### config.mk
export PLATFORM = sky130hd
export DESIGN_NAME = method_call_driver
export DESIGN_NICKNAME = d
export VERILOG_FILES = /design/src/rtl/method_call_pkg.sv /design/src/rtl/call_watchdog.sv /design/src/rtl/method_call_driver.sv
export SDC_FILE = /design/constraint.sdc
export NUM_CORES = 1
export LEC_CHECK = 0
export CAP_MARGIN = 20
export CORE_ASPECT_RATIO = 1.4
export CORE_MARGIN = 4
export CORE_UTILIZATION = 63
export CTS_CLUSTER_DIAMETER = 40
export DETAILED_ROUTE_END_ITERATION = 12
export GPL_ROUTABILITY_DRIVEN = 0
export PLACE_DENSITY = 0.83
export SKIP_CTS_REPAIR_TIMING = 1
export SYNTH_ARGS = -nofsm -noshare
export SYNTH_HDL_FRONTEND = slang
export SYNTH_SLANG_ARGS = --single-unit
### constraint.sdc
create_clock -name clk -period 4.6 [get_ports clk]
set_input_delay 0.92 -clock clk [delete_from_list [all_inputs] [get_ports clk]]
set_output_delay 0.92 -clock clk [all_outputs]
set_load 0.02 [all_outputs]
### src/rtl/method_call_pkg.sv
// Shared types and helpers for the method-call driver: FSM state encoding,
// counter widths and a saturating incrementer.
package method_call_pkg;

   typedef enum logic [2:0] {
      IDLE,
      DELAY,
      REQ,
      ACK,
      RUN,
      CAPTURE,
      DONE
   } state_t;

   localparam int unsigned DELAY_W = 16;
   localparam int unsigned WDOG_W  = 32;
   localparam int unsigned CYCLE_W = 32;

   function automatic logic [CYCLE_W-1:0] sat_inc(input logic [CYCLE_W-1:0] v);
      return (v == '1) ? v : v + 1'b1;
   endfunction

endpackage

### src/rtl/call_watchdog.sv
// Watchdog for an outstanding method call: counts enabled cycles since the last
// clear and flags the cycle in which the TIMEOUT-th enabled cycle completes.
module call_watchdog
   import method_call_pkg::*;
#(
   parameter int unsigned TIMEOUT = 10000
) (
   input  logic clk,
   input  logic reset,
   input  logic clear,
   input  logic enable,
   output logic expired
);

   logic [WDOG_W-1:0] count;
   logic [WDOG_W-1:0] count_next;

   assign count_next = sat_inc(count);

   always_ff @(posedge clk or negedge reset) begin
      if (!reset) begin
         count <= '0;
      end else if (clear) begin
         count <= '0;
      end else if (enable) begin
         count <= count_next;
      end
   end

   // Compared against the post-increment value so the FSM leaves in the expiring cycle.
   assign expired = enable && (count_next == WDOG_W'(TIMEOUT));

endmodule

### src/rtl/method_call_driver.sv
// Deterministic caller for a Synthesijer method port: delayed request pulse, busy
// handshake under a watchdog, return capture. Optional macro METHOD_CALL_CYCLE_COUNT_EN.
module method_call_driver
   import method_call_pkg::*;
#(
   parameter int unsigned      RET_W       = 1,
   parameter logic [RET_W-1:0] EXPECT      = RET_W'(1),
   parameter int unsigned      START_DELAY = 100,
   parameter int unsigned      TIMEOUT     = 10000,
   parameter int unsigned      ACK_WAIT    = 4
) (
   input  logic             clk,
   input  logic             reset,
   input  logic             start,
   output logic             callee_req,
   input  logic             callee_busy,
   input  logic [RET_W-1:0] callee_return,
   output logic             done,
   output logic             pass,
   output logic             timeout,
   output logic [RET_W-1:0] ret_value,
   output logic [31:0]      cycles
);

   localparam int unsigned ACK_CW = (ACK_WAIT < 2) ? 1 : $clog2(ACK_WAIT + 1);

   state_t              state;
   state_t              state_next;
   logic [DELAY_W-1:0]  dcnt;
   logic [DELAY_W-1:0]  dcnt_next;
   logic [ACK_CW-1:0]   ack_cnt;
   logic [ACK_CW-1:0]   ack_next;
   logic                wd_clear;
   logic                wd_enable;
   logic                wd_expired;
   logic                capture;
   logic                expire;

   call_watchdog #(
      .TIMEOUT(TIMEOUT)
   ) u_watchdog (
      .clk     (clk),
      .reset   (reset),
      .clear   (wd_clear),
      .enable  (wd_enable),
      .expired (wd_expired)
   );

   always_comb begin
      state_next = state;
      dcnt_next  = dcnt;
      ack_next   = ack_cnt;
      wd_clear   = 1'b0;
      wd_enable  = 1'b0;
      capture    = 1'b0;
      expire     = 1'b0;
      case (state)
         IDLE: begin
            if (start) begin
               state_next = DELAY;
               dcnt_next  = DELAY_W'(START_DELAY);
            end
         end
         DELAY: begin
            dcnt_next = (dcnt == '0) ? '0 : dcnt - 1'b1;
            if (dcnt_next == '0) begin
               state_next = REQ;
            end
         end
         REQ: begin
            wd_clear   = 1'b1;
            ack_next   = '0;
            state_next = ACK;
         end
         ACK: begin
            wd_enable = 1'b1;
            if (wd_expired) begin
               expire     = 1'b1;
               state_next = DONE;
            end else if (callee_busy) begin
               state_next = RUN;
            end else if (ack_cnt == ACK_CW'(ACK_WAIT - 1)) begin
               state_next = CAPTURE;
            end else begin
               ack_next = ack_cnt + 1'b1;
            end
         end
         RUN: begin
            wd_enable = 1'b1;
            // The busy-fall cycle is itself the capture cycle, so RUN skips the CAPTURE state.
            if (wd_expired) begin
               expire     = 1'b1;
               state_next = DONE;
            end else if (!callee_busy) begin
               capture    = 1'b1;
               state_next = DONE;
            end
         end
         CAPTURE: begin
            capture    = 1'b1;
            state_next = DONE;
         end
         DONE: begin
            if (start) begin
               state_next = DELAY;
               dcnt_next  = DELAY_W'(START_DELAY);
            end
         end
         default: begin
            state_next = IDLE;
         end
      endcase
   end

   always_ff @(posedge clk or negedge reset) begin
      if (!reset) begin
         state      <= IDLE;
         dcnt       <= '0;
         ack_cnt    <= '0;
         callee_req <= 1'b0;
         done       <= 1'b0;
         pass       <= 1'b0;
         timeout    <= 1'b0;
         ret_value  <= '0;
      end else begin
         state      <= state_next;
         dcnt       <= dcnt_next;
         ack_cnt    <= ack_next;
         callee_req <= (state_next == REQ);
         done       <= (state_next == DONE);
         if (capture) begin
            ret_value <= callee_return;
            pass      <= (callee_return == EXPECT);
            timeout   <= 1'b0;
         end else if (expire) begin
            pass    <= 1'b0;
            timeout <= 1'b1;
         end else if (state == DONE && start) begin
            pass    <= 1'b0;
            timeout <= 1'b0;
         end
      end
   end

`ifdef METHOD_CALL_CYCLE_COUNT_EN
   logic [CYCLE_W-1:0] cyc_cnt;

   always_ff @(posedge clk or negedge reset) begin
      if (!reset) begin
         cyc_cnt <= '0;
      end else if (state == REQ) begin
         cyc_cnt <= '0;
      end else if (state inside {ACK, RUN, CAPTURE}) begin
         cyc_cnt <= sat_inc(cyc_cnt);
      end
   end

   assign cycles = cyc_cnt;
`else
   assign cycles = '0;
`endif

endmodule

==> impl_metrics.env <==
export IMPL_hp_start="ack_cnt[2]$_DFFE_PN0P_"
export IMPL_nFillCells=621
export IMPL_r2r_end="ret_value$_DFFE_PN0P_"
export IMPL_overflow=0
export IMPL_clk_pin_slew_ns=0.06
export IMPL_hold_end="ack_cnt[2]$_DFFE_PN0P_"
export IMPL_coreArea_um2=6940
export IMPL_critPathRequiredTime_ns=4.82
export IMPL_status="complete, no violations"
export IMPL_path_class="reg -> reg"
export IMPL_firstDrtPassIters=6
export IMPL_cts_tree="done"
export IMPL_slowest_stage="nor4_4"
export IMPL_ios=42
export IMPL_grt_setup_unrepaired="false"
export IMPL_layout_drive_gt1_share_pct=7.36
export IMPL_die_width_um=79.0
export IMPL_die_area_um2=8480
export IMPL_grt_usage_pct=28.7
export IMPL_leakage_nw=1.87
export IMPL_io_buffers=9
export IMPL_critPathCaptureType="flop"
export IMPL_ys_seq_area_share_pct=33.2
export IMPL_maxSlewViolCount=0
export IMPL_finalClockSkew_ns=0.00588
export IMPL_htree_levels=3
export IMPL_slowest_delay_ns=0.79
export IMPL_hold_depth=2
export IMPL_seqCellArea_um2=1480
export IMPL_cap_violations=0
export IMPL_wl_per_cell_um=17.3
export IMPL_grt_pass1_vias=4134
export IMPL_max_freq_mhz=286
export IMPL_netlist_area_um2=4440
export IMPL_drt_iter0_drc=271
export IMPL_dp_hpwl_um=8210
export IMPL_antenna_found_initial=0
export IMPL_clkLatencyLatePin_ns=0.35
export IMPL_crit_arrival_ns=3.72
export IMPL_setup_viol=0
export IMPL_clock_sinks=59
export IMPL_period_share_pct=76.1
export IMPL_areaGrowthSynthToFinish_pct=3.60
export IMPL_hold_viol_final=0
export IMPL_grt_max_degree=36
export IMPL_multi_input_area_um2=2650
export IMPL_async_flop_share_pct=100
export IMPL_diodes=0
export IMPL_viasPerCell=6.43
export IMPL_relSlewSlack_pct=39.9
export IMPL_postSynthAreaPerCell_um2=7.98
export IMPL_grt_pass1_wl_um=19400
export IMPL_die_h_um=107
export IMPL_ys_flop_type="dfrtp_1"
export IMPL_synth_edf_count=0
export IMPL_peakVddDrop_uv=281
export IMPL_tightest_slew_ns=0.899
export IMPL_yosys_warnings=0
export IMPL_wirelength_um=11300
export IMPL_num_rows=36
export IMPL_yosysTopAreaCellShare_pct=33.2
export IMPL_synth_top_cell_by_area="dfrtp_1"
export IMPL_drc=0
export IMPL_cts_buffers=9
export IMPL_utilization_pct=66.4
export IMPL_ys_types=72
export IMPL_r2r_start="u_watchdog.count[0]$_DFFE_PN0P_"
export IMPL_yosys_top_cells_area="dfrtp_1 (33%), nand2_1 (6.3%), o21ai_0 (5.7%)"
export IMPL_reg2regPathDepth=10
export IMPL_root_buffer="clkbuf_8"
export IMPL_final_nets=561
export IMPL_fin_tns_setup_ns=0
export IMPL_synth_cells=557
export IMPL_synth_seq_cells=59
export IMPL_cp_start_kind="flop"
export IMPL_final_cell_mix="nand2_1 (75), dfrtp_1 (59), o21ai_0 (50)"
export IMPL_initial_core_util_pct=64.1
export IMPL_fin_crit_ns=3.50
export IMPL_final_common_cell="nand2_1"
export IMPL_cts_buffer_depth=2
export IMPL_path_max_fanout=19
export IMPL_crit_path_cell_trace="ha_1, and4_1, nand3_2, nor4_4, o21ai_1, a211oi_2, nand4b_1, o31ai_2, and2_1, o22ai_1"
export IMPL_num_vias=4195
export IMPL_worstHoldPathType="reg -> reg"
export IMPL_r2r_slack_ns=1.10
export IMPL_powerDensity_nw_per_um2=465
export IMPL_antenna_left=0
-- logic make-up after synthesis --
| logic type | count (synthesis) | synth area share, % |
|---|---|---|
| compound gates | 157 | 23.6 |
| xor+xnor | 10 | 1.97 |
| fa+ha+maj | 5 | 1.35 |
| buf+inv | 78 | 9.77 |
| flops | 59 | 33.2 |
| mux | 4 | 0.929 |
| other cells | 1 | 0.0844 |
| simple gates | 243 | 29.0 |
-- per-stage QoR --
step / setup WS, ns / instances / hold slack (ns) / instance area (µm²) / total power, mW
final: 1.10 / 652 / 0.528 / 4600 / 2.14
after detailed placement: 1.15 / 636 / 0.516 / 4430 / 1.71
after global placement: 1.34 / 636 / 0.502 / 4430 / 1.67
after CTS: 1.15 / 652 / 0.528 / 4600 / 2.14
after global routing: 0.850 / 652 / 0.555 / 4600 / 2.31
after floorplan: 1.69 / 588 / 0.474 / 4560 / 1.47
-- cells in the mapped netlist (5+ instances only) --
cell / instances
nand2_1: 75
dfrtp_1: 59
o21ai_0: 51
nor2_1: 42
buf_4: 34
a21oi_1: 27
nor3_1: 27
clkbuf_1: 21
nand3_1: 19
inv_1: 17
nand4_1: 15
nor4_1: 13
a31oi_1: 12
o31ai_1: 9
o31a_1: 7
or3_1: 7
xnor2_1: 7
and2_1: 5
and3_1: 5
buf_2: 5
o21ai_1: 5
o22ai_1: 5
-- worst max-delay path by stage --
stage | slack [ns] | endpoint | start
floorplan | 1.69 | done$_DFF_PN0_ | dcnt[0]$_DFFE_PN0P_
global placement | 1.34 | ack_cnt[1]$_DFFE_PN0P_ | u_watchdog.count[0]$_DFFE_PN0P_
detailed placement | 1.15 | ack_cnt[1]$_DFFE_PN0P_ | u_watchdog.count[0]$_DFFE_PN0P_
CTS | 1.15 | ret_value$_DFFE_PN0P_ | u_watchdog.count[0]$_DFFE_PN0P_
global route | 0.85 | done$_DFF_PN0_ | u_watchdog.count[0]$_DFFE_PN0P_
finish | 1.10 | ret_value$_DFFE_PN0P_ | u_watchdog.count[0]$_DFFE_PN0P_
-- cell type report --
type                    count  area share [%]
flip-flops and latches     59            32.1
clock inverters             2           0.217
clock buffers              14            3.53
repair buffers             14            2.66
inverters                  17            1.39
multi-input cells         451            57.6
well taps                  95            2.58
-- sequential cells by signal, indices dropped and copies added (netlist names) --
name / flops
ack_cnt: 3
callee_req: 1
dcnt: 16
done: 1
pass: 1
ret_value: 1
state: 3
timeout: 1
u_watchdog.count: 32
-- power by group --
group	total, mW	leakage, nW	internal [mW]	switching (mW)
clock	0.422	0.0905	0.224	0.199
sequential	0.760	0.783	0.614	0.146
combinational	0.960	0.994	0.327	0.633
total	2.14	1.87	1.16	0.978
-- critical path: cells and delay by family, from the launching register on --
family                   cells  cell delay (ns)
AO/OA/AOI/OAI                4             0.94
adder cells (fa/ha/maj)      1             0.26
AND/OR/NAND/NOR              5             1.77
flip-flops                   1             0.41
-- metal layers --
| layer | part of all wire [%] | vias up | global-route usage (%) |
|---|---|---|---|
| met5 | 0 | - | 0 |
| met4 | 5.5 | 0 | 18.6 |
| met3 | 5.8 | 61 | 6.53 |
| met2 | 51 | 177 | 47.8 |
| met1 | 38 | 1991 | 32.5 |
| li1 | - | 1966 | - |
No activity file was read; power rests on OpenSTA's default activity.
